<file path="config.mk">
export PLATFORM = sky130hd
export DESIGN_NAME = z80_bus_arbiter_flat
export DESIGN_NICKNAME = d
export VERILOG_FILES = /design/src/rtl/z80_bus_arbiter_if.sv /design/src/rtl/z80_bus_arbiter.sv /design/src/flat_wrapper.sv
export SDC_FILE = /design/constraint.sdc
export NUM_CORES = 1
export LEC_CHECK = 0
export CAP_MARGIN = 25
export CORE_UTILIZATION = 33
export DETAILED_ROUTE_END_ITERATION = 7
export GPL_TIMING_DRIVEN = 0
export HOLD_SLACK_MARGIN = 0.06
export PLACE_DENSITY_LB_ADDON = 0.05
export SLEW_MARGIN = 20
export SYNTH_ARGS = -nofsm -noshare
export SYNTH_HDL_FRONTEND = slang
export SYNTH_SLANG_ARGS = --single-unit
</file>
<file path="constraint.sdc">
create_clock -name CLOCK -period 1.6 [get_ports CLOCK]
set_input_delay 0.16 -clock CLOCK [delete_from_list [all_inputs] [get_ports CLOCK]]
set_output_delay 0.16 -clock CLOCK [all_outputs]
set_load 0.02 [all_outputs]
</file>
<file path="src/rtl/z80_bus_arbiter_if.sv">
// Signal bundle between the z80 core, the video/DMA requesters, the memory
// block and the bus arbiter. The arbiter connects through the master modport.
interface z80_bus_arbiter_if;
    logic [15:0] CPU_A;
    logic [7:0]  CPU_DO;
    logic        CPU_W;
    logic        HOLD;
    logic        VID_REQ;
    logic [15:0] VID_ADDR;
    logic        VID_ACK;
    logic [7:0]  VID_DATA;
    logic        DMA_REQ;
    logic        DMA_WE;
    logic [15:0] DMA_ADDR;
    logic [7:0]  DMA_DO;
    logic        DMA_ACK;
    logic [7:0]  DMA_DATA;
    logic [15:0] MEM_A;
    logic [7:0]  MEM_DO;
    logic        MEM_W;
    logic [7:0]  MEM_DI;

    modport master (
        input  CPU_A, CPU_DO, CPU_W,
        input  VID_REQ, VID_ADDR,
        input  DMA_REQ, DMA_WE, DMA_ADDR, DMA_DO,
        input  MEM_DI,
        output HOLD, VID_ACK, VID_DATA, DMA_ACK, DMA_DATA,
        output MEM_A, MEM_DO, MEM_W
    );

    modport slave (
        output CPU_A, CPU_DO, CPU_W,
        output VID_REQ, VID_ADDR,
        output DMA_REQ, DMA_WE, DMA_ADDR, DMA_DO,
        output MEM_DI,
        input  HOLD, VID_ACK, VID_DATA, DMA_ACK, DMA_DATA,
        input  MEM_A, MEM_DO, MEM_W
    );
endinterface

</file>
<file path="src/rtl/z80_bus_arbiter.sv">
// Shares one synchronous memory port (1-cycle read latency) between the z80,
// a video fetch port and a DMA port. The CPU is frozen via HOLD, its pending
// address is saved and replayed on resume so MEM_DI is valid when it restarts.
module z80_bus_arbiter #(
    parameter int unsigned CPU_MIN = 4,
    parameter int unsigned CNT_W   = 4
) (
    input  logic               CLOCK,
    input  logic               RESET,
    z80_bus_arbiter_if.master  bus
);
    localparam logic [2:0] S_CPU     = 3'd0;
    localparam logic [2:0] S_RELEASE = 3'd1;
    localparam logic [2:0] S_VA      = 3'd2;
    localparam logic [2:0] S_VD      = 3'd3;
    localparam logic [2:0] S_DA      = 3'd4;
    localparam logic [2:0] S_DD      = 3'd5;
    localparam logic [2:0] S_RESUME  = 3'd6;

    localparam logic [CNT_W-1:0] GUARD_INIT = CNT_W'(CPU_MIN);

    logic [2:0]       state;
    logic [2:0]       state_nxt;
    logic [CNT_W-1:0] guard;
    logic [15:0]      save_a;
    logic             hold_q;
    logic             dma_done;
    logic             dma_ack_c;

    // Next-state selection; dma_done limits each preemption to one DMA access
    always_comb begin
        state_nxt = state;
        case (state)
            S_CPU: begin
                if (!bus.CPU_W && (bus.VID_REQ || (bus.DMA_REQ && guard == '0)))
                    state_nxt = S_RELEASE;
            end
            S_RELEASE: begin
                if (bus.VID_REQ)      state_nxt = S_VA;
                else if (bus.DMA_REQ) state_nxt = S_DA;
                else                  state_nxt = S_RESUME;
            end
            S_VA: state_nxt = S_VD;
            S_VD: begin
                if (bus.VID_REQ)                    state_nxt = S_VA;
                else if (bus.DMA_REQ && !dma_done)  state_nxt = S_DA;
                else                                state_nxt = S_RESUME;
            end
            S_DA: begin
                if (!bus.DMA_WE)      state_nxt = S_DD;
                else if (bus.VID_REQ) state_nxt = S_VA;
                else                  state_nxt = S_RESUME;
            end
            S_DD: begin
                if (bus.VID_REQ) state_nxt = S_VA;
                else             state_nxt = S_RESUME;
            end
            S_RESUME: state_nxt = S_CPU;
            default:  state_nxt = S_CPU;
        endcase
    end

    // State, guard counter, saved CPU address and registered HOLD
    always_ff @(posedge CLOCK or posedge RESET) begin
        if (RESET) begin
            state    <= S_CPU;
            guard    <= '0;
            save_a   <= '0;
            hold_q   <= 1'b1;
            dma_done <= 1'b0;
        end else begin
            state  <= state_nxt;
            hold_q <= (state_nxt == S_CPU);
            if (state == S_CPU && guard != '0)
                guard <= guard - 1'b1;
            else if (state == S_RESUME)
                guard <= GUARD_INIT;
            if (state == S_RELEASE) begin
                save_a   <= bus.CPU_A;
                dma_done <= 1'b0;
            end else if (dma_ack_c) begin
                dma_done <= 1'b1;
            end
        end
    end

    // Memory port mux and acknowledge decode for the current state
    always_comb begin
        bus.MEM_A   = bus.CPU_A;
        bus.MEM_DO  = bus.CPU_DO;
        bus.MEM_W   = 1'b0;
        bus.VID_ACK = 1'b0;
        dma_ack_c   = 1'b0;
        case (state)
            S_CPU:    bus.MEM_W = bus.CPU_W;
            S_VA:     bus.MEM_A = bus.VID_ADDR;
            S_VD:     bus.VID_ACK = 1'b1;
            S_DA: begin
                bus.MEM_A = bus.DMA_ADDR;
                if (bus.DMA_WE) begin
                    bus.MEM_W  = 1'b1;
                    bus.MEM_DO = bus.DMA_DO;
                    dma_ack_c  = 1'b1;
                end
            end
            S_DD:     dma_ack_c = 1'b1;
            S_RESUME: bus.MEM_A = save_a;
            default:  ;
        endcase
    end

    assign bus.DMA_ACK  = dma_ack_c;
    assign bus.HOLD     = hold_q;
    assign bus.VID_DATA = bus.MEM_DI;
    assign bus.DMA_DATA = bus.MEM_DI;
endmodule

</file>
<file path="src/flat_wrapper.sv">
// flat-port wrapper written by rule: the top's interface ports become plain ports
module z80_bus_arbiter_flat 
#(
    parameter int unsigned CPU_MIN = 4,
    parameter int unsigned CNT_W   = 4
)
  (CLOCK, RESET, bus_CPU_A, bus_CPU_DO, bus_CPU_W, bus_VID_REQ, bus_VID_ADDR, bus_DMA_REQ, bus_DMA_WE, bus_DMA_ADDR, bus_DMA_DO, bus_MEM_DI, bus_HOLD, bus_VID_ACK, bus_VID_DATA, bus_DMA_ACK, bus_DMA_DATA, bus_MEM_A, bus_MEM_DO, bus_MEM_W);
  z80_bus_arbiter_if bus_i ();
  input  logic CLOCK;
  input  logic RESET;
  input wire logic [$bits(bus_i.CPU_A)-1:0] bus_CPU_A;
  input wire logic [$bits(bus_i.CPU_DO)-1:0] bus_CPU_DO;
  input wire logic [$bits(bus_i.CPU_W)-1:0] bus_CPU_W;
  input wire logic [$bits(bus_i.VID_REQ)-1:0] bus_VID_REQ;
  input wire logic [$bits(bus_i.VID_ADDR)-1:0] bus_VID_ADDR;
  input wire logic [$bits(bus_i.DMA_REQ)-1:0] bus_DMA_REQ;
  input wire logic [$bits(bus_i.DMA_WE)-1:0] bus_DMA_WE;
  input wire logic [$bits(bus_i.DMA_ADDR)-1:0] bus_DMA_ADDR;
  input wire logic [$bits(bus_i.DMA_DO)-1:0] bus_DMA_DO;
  input wire logic [$bits(bus_i.MEM_DI)-1:0] bus_MEM_DI;
  output wire logic [$bits(bus_i.HOLD)-1:0] bus_HOLD;
  output wire logic [$bits(bus_i.VID_ACK)-1:0] bus_VID_ACK;
  output wire logic [$bits(bus_i.VID_DATA)-1:0] bus_VID_DATA;
  output wire logic [$bits(bus_i.DMA_ACK)-1:0] bus_DMA_ACK;
  output wire logic [$bits(bus_i.DMA_DATA)-1:0] bus_DMA_DATA;
  output wire logic [$bits(bus_i.MEM_A)-1:0] bus_MEM_A;
  output wire logic [$bits(bus_i.MEM_DO)-1:0] bus_MEM_DO;
  output wire logic [$bits(bus_i.MEM_W)-1:0] bus_MEM_W;
  assign bus_i.CPU_A = bus_CPU_A;
  assign bus_i.CPU_DO = bus_CPU_DO;
  assign bus_i.CPU_W = bus_CPU_W;
  assign bus_i.VID_REQ = bus_VID_REQ;
  assign bus_i.VID_ADDR = bus_VID_ADDR;
  assign bus_i.DMA_REQ = bus_DMA_REQ;
  assign bus_i.DMA_WE = bus_DMA_WE;
  assign bus_i.DMA_ADDR = bus_DMA_ADDR;
  assign bus_i.DMA_DO = bus_DMA_DO;
  assign bus_i.MEM_DI = bus_MEM_DI;
  assign bus_HOLD = bus_i.HOLD;
  assign bus_VID_ACK = bus_i.VID_ACK;
  assign bus_VID_DATA = bus_i.VID_DATA;
  assign bus_DMA_ACK = bus_i.DMA_ACK;
  assign bus_DMA_DATA = bus_i.DMA_DATA;
  assign bus_MEM_A = bus_i.MEM_A;
  assign bus_MEM_DO = bus_i.MEM_DO;
  assign bus_MEM_W = bus_i.MEM_W;
  z80_bus_arbiter #(.CPU_MIN(CPU_MIN), .CNT_W(CNT_W)) u_core (.CLOCK(CLOCK), .RESET(RESET), .bus(bus_i));
endmodule
</file>
### Word level (Yosys, flattened, before mapping)

Index checks and enable logic that the tools add are counted.

| word-level totals | value |
|---|---|
| word-level logic and storage cells | 44 |
| bits in registers | 25 |

| operators by class | value |
|---|---|
| add/sub/neg operators | 1 |
| eq/ne operators | 6 |
| mux-type cells | 19 |
| reduce and logical (&&, ||, !) cells | 13 |

Operators with widths:

| operator | number |
|---|---|
| 16-bit case mux with 3 select lines | 1 |
| 3-bit case mux with 6 select lines | 1 |
| 8-bit two-way mux | 2 |
| 3-bit two-way mux | 5 |
| 3-bit == test, second input constant | 3 |
| 4-bit two-way mux | 2 |
| 3-bit by 2-bit == test with 1-bit output, second input constant | 2 |
| 3-bit logical NOT | 2 |
| 1-bit logical AND | 4 |
| 4-bit logical NOT | 1 |
| 1-bit two-way mux | 4 |
| 2-bit two-way mux | 2 |
| 1-bit case mux with 2 select lines | 2 |
| 2-bit nonzero test | 2 |
| 4-bit nonzero test | 1 |
| 4-bit by 1-bit subtractor with 4-bit output, second input constant | 1 |
| 3-bit by 1-bit == test with 1-bit output, second input constant | 1 |
| 1-bit logical NOT | 2 |
| 1-bit logical OR | 1 |

### Logic depth before layout (Yosys ltp)

| depth | value |
|---|---|
| depth in word-level cells | 7 |
| depth in mapped cells | 7 |

### Least setup slack after synthesis

Ideal clock, no wire load.

| timing | value |
|---|---|
| path kind | register to output |
| from | register u_core.state[1] |
| to | output port bus_MEM_A[10] |
| stages on the path, launching flop included | 6 |
| setup slack | -0.139 ns |
| required time | 1.440 ns |
| arrival time | 1.579 ns |
| path buffers | 2 |
| path through | dfrtp_1 > buf_6 > nor2b_1 > clkbuf_1 > a22oi_1 > o21ai_0 |

| on the way | value |
|---|---|
| cells in the longest elaborated chain, start to end | 2 |

Ends and longest elaborated chain:

| what | RTL line | RTL |
|---|---|---|
| start: declaration | z80_bus_arbiter.sv:22 | `logic [2:0] state;` |
| start signal: assignment | z80_bus_arbiter.sv:72 | `state <= state_nxt;` |
| 3-bit == test / 3-bit by 2-bit == test with 1-bit output (equally long branches) | z80_bus_arbiter.sv:94 | `case (state)` |
| 16-bit case mux with 3 select lines (*) | z80_bus_arbiter.sv:94 |  |
| end: declaration | flat_wrapper.sv:26 | `output wire logic [$bits(bus_i.MEM_A)-1:0] bus_MEM_A;` |

Every way passes the cells marked *; elsewhere a longest branch is shown, timed or not.

### Final worst setup path

| timing | value |
|---|---|
| from | register u_core.state[2] |
| to | output port bus_MEM_A[8] |

Same word-level chain as after synthesis.

==> parameters.txt <==
Parameter                              Value

Global route
  Via count of the first global-routing pass    2175
  Total routing resource utilization after global routing    a little over a fifth
  Number of antenna violations at the first check in global routing    0
  First-pass GRT wire length    10230 um
  Pin count of the biggest net entering global routing    26
  Aggregate global routing overflow    0

Logic synthesis
  Number of cells produced by synthesis    198
  Area of the mapped netlist    around 1900 um2
  Count of different cell masters after synthesis    34
  Post-synthesis sequential element count    25
  Synthesized area divided by synthesized cell count    about 9.5 um2
  Sequential cell area fraction in the yosys report    around a third
  Number of warnings reported in the yosys synthesis log    0
  Syn_nets    about 280

Critical path
  Critical Path End Type    output port
  Max Fanout on Critical Path    7
  Required time of the worst setup path    ~1.4 ns
  Data arrival at the endpoint of the critical path    1.70 ns
  R2r setup slk    -0.17 ns
  Crit path launch type    register
  Kind of critical path    reg -> out

Floorplanning
  Initial core utilization    approximately 34%
  Core area    between 5000 and 6000 um2
  Vert. Die Dim    ~78 um
  Number of cell rows    27
  Top-Level Pins    approximately 120
  Die X-Extent    77.62 um
  Die area    6024 um2

STA
  Highest achievable clock rate    536.8 MHz
  RSZ-0062 raised after global routing    yes
  Final-report setup violation count    47
  Max transition margin    roughly 66%
  Post-route clock skew    between 0.002 and 0.003 ns
  Slack of the critical path    -0.2630 ns
  Min Clock Period, post-route    ~1.9 ns
  Number of slew-limit violations in the final report    0
  Worst-Margin Slew    0.5057 ns
  Total count of hold-check failures in the final report    0
  Fin crit share    116.4%

Routing
  Vias    between 2000 and 2500
  DRC violations left    0
  Wirelength per Cell    between 15 and 20 um
  Remaining antenna violation count    0
  Initial DRT Pass Iterations    4
  First-iteration detailed-routing DRC count    85
  WL final    around 6600 um
  Vias per cell    a little over 5

Layout
  Final net count    415
  Post-layout utilization of the core    roughly two thirds
  Post-route insts no fill    between 400 and 500
  Commonest cells after routing, fill and taps aside    clkdlybuf4s50_1 (86), buf_4 (43), mux2_4 (35)
  Ant diodes    0
  Fraction of layout cells with a size suffix above 1    about 44%
  Area growth from synthesis to layout    95.76%
  Most common cell after layout, fill and taps aside    clkdlybuf4s50_1

Power and ir drop
  Pwr Density    1724 nW/um2
  Worst vdd ir    around 0.0011 V
  Leakage power    1.600 nW

Status
  Outcome    finished, violations left
  Violated checks    negative setup slack

CTS
  Root buffer selected by CTS    clkbuf_8
  Register clock-pin slew on the reported worst setup and hold paths    approximately 0.09 ns
  Clk buf depth    2
  Clock latency reported for the late side of the worst-skew pair    roughly 0.27 ns
  Total clock buffers created by CTS    3
  TritonCTS clock tree    built
  Clock sink count    25
  CTS HTree Levels    1

Hold path
  Hold WC Path Type    in -> async

Place
  Placer's final routability congestion estimate    around 0.73
  DPL Wire Length    4355 um
  Cell count after placement    around 380
  Count of buffers inserted at the top-level ports    ~110
  Post-place setup slack    -0.7761 ns

Job
  Max-cap violations    0
-- routing by layer --
layer  global-route usage, %  share of wire (%)  up-vias
met5                       0                  0        -
met4                   4.717                1.9        0
met3                   6.000                7.8       13
met2                   36.46                 49       95
met1                   26.97                 41      983
li1                        -                  -      966
-- what timing repair did --
item / CTS / global route
setup endpoints to repair: 41 / 45
buffers inserted: 10 / 7
pin swaps: 13 / 10
gates resized for setup: 205 / 42
hold buffers: 0 / 0
cloned: 2 / 0
-- metrics by stage --
| stage | TNS [ns] | total power, W | cell area (um2) | hold slack (ns) |
|---|---|---|---|---|
| after floorplan | -0.009234 | 0.003402 | 1897 | 0.1866 |
| after CTS | -6.305 | 0.005783 | 3477 | 0.4469 |
| final | -7.823 | 0.006369 | 3694 | 0.1551 |
| after global routing | -11.44 | 0.006761 | 3694 | 0.1719 |
| after global placement | -19.16 | 0.004692 | 3118 | 0.4719 |
| after detailed placement | -18.59 | 0.004702 | 3118 | 0.4903 |
-- final timing paths --
path,start,to,cells after the start
setup / recovery,u_core.state[2]$_DFF_PP0_,bus_MEM_A[8],6
hold / removal,RESET,u_core.save_a[4]$_DFFE_PP0N_,2
setup reg to reg,u_core.state[2]$_DFF_PP0_,u_core.guard[2]$_DFFE_PP0P_,6
hold reg to reg,u_core.dma_done$_DFFE_PP0P_,u_core.dma_done$_DFFE_PP0P_,2
max in group asynchronous,RESET,u_core.bus.HOLD$_DFF_PP1_,3
min in group CLOCK,u_core.dma_done$_DFFE_PP0P_,u_core.dma_done$_DFFE_PP0P_,2
-- cell usage after synthesis, drive strengths merged --
master / n / area, um2
inv: 5 / 18.77
clkbuf: 7 / 26.28
o211ai: 1 / 7.510
o21ai: 20 / 100.1
ha: 2 / 25.02
dfstp: 1 / 26.28
nor2: 5 / 21.27
o21a: 2 / 15.01
buf: 22 / 161.4
o21bai: 2 / 15.01
nor3b: 2 / 15.01
a21boi: 1 / 7.510
or4: 2 / 18.77
nand2: 13 / 48.80
o22ai: 1 / 6.260
nor2b: 10 / 62.56
xor2: 1 / 8.760
a21oi: 8 / 40.04
dfrtp: 24 / 600.6
mux2: 40 / 450.4
nand2b: 5 / 31.28
o22a: 1 / 8.760
nor3: 3 / 26.28
nand3: 2 / 10.01
a22oi: 17 / 127.6
a211oi: 1 / 7.510
-- report_power, final --
group / leakage [nW] / total (W) / internal [W] / switching [W]
sequential: 0.298 / 0.00116 / 0.000964 / 0.000193
clock: 0.0228 / 0.000382 / 0.000178 / 0.000204
combinational: 1.28 / 0.00483 / 0.00258 / 0.00225
-- area by class of cell --
class / count / area, um2
multi-input combinational: 139 / 1334
inverter: 5 / 18.77
buffer: 28 / 256.5
sequential: 25 / 626.9
clock buffer: 4 / 45.04
timing repair buffer: 133 / 1323
fill: 443 / 1813
tap: 72 / 90.09
-- cells by family after synthesis --
family | count (synthesis) | share of synthesized area, %
AOI/OAI and AO/OA | 54 | 17.77
and+or+nand+nor | 42 | 12.40
DFF | 25 | 33.22
buffers and inverters | 34 | 10.94
adders and majority gates | 2 | 1.326
xor gates and xnor gates | 1 | 0.4643
muxes | 40 | 23.87
-- flip-flops by register name, summed over array words and instances (netlist names) --
register,flops
u_core.guard,4
u_core.state,3
u_core.dma_done,1
u_core.save_a,16
u_core.bus.HOLD,1
-- critical path, stage by stage (launching register included) --
cell and delay [ns]:
dfrtp_1 0.42, buf_6 0.16, buf_8 0.13, mux2_2 0.34, a22oi_1 0.14, o21ai_1 0.08, buf_4 0.16
Note: power is estimated with default switching activity, not from simulation.
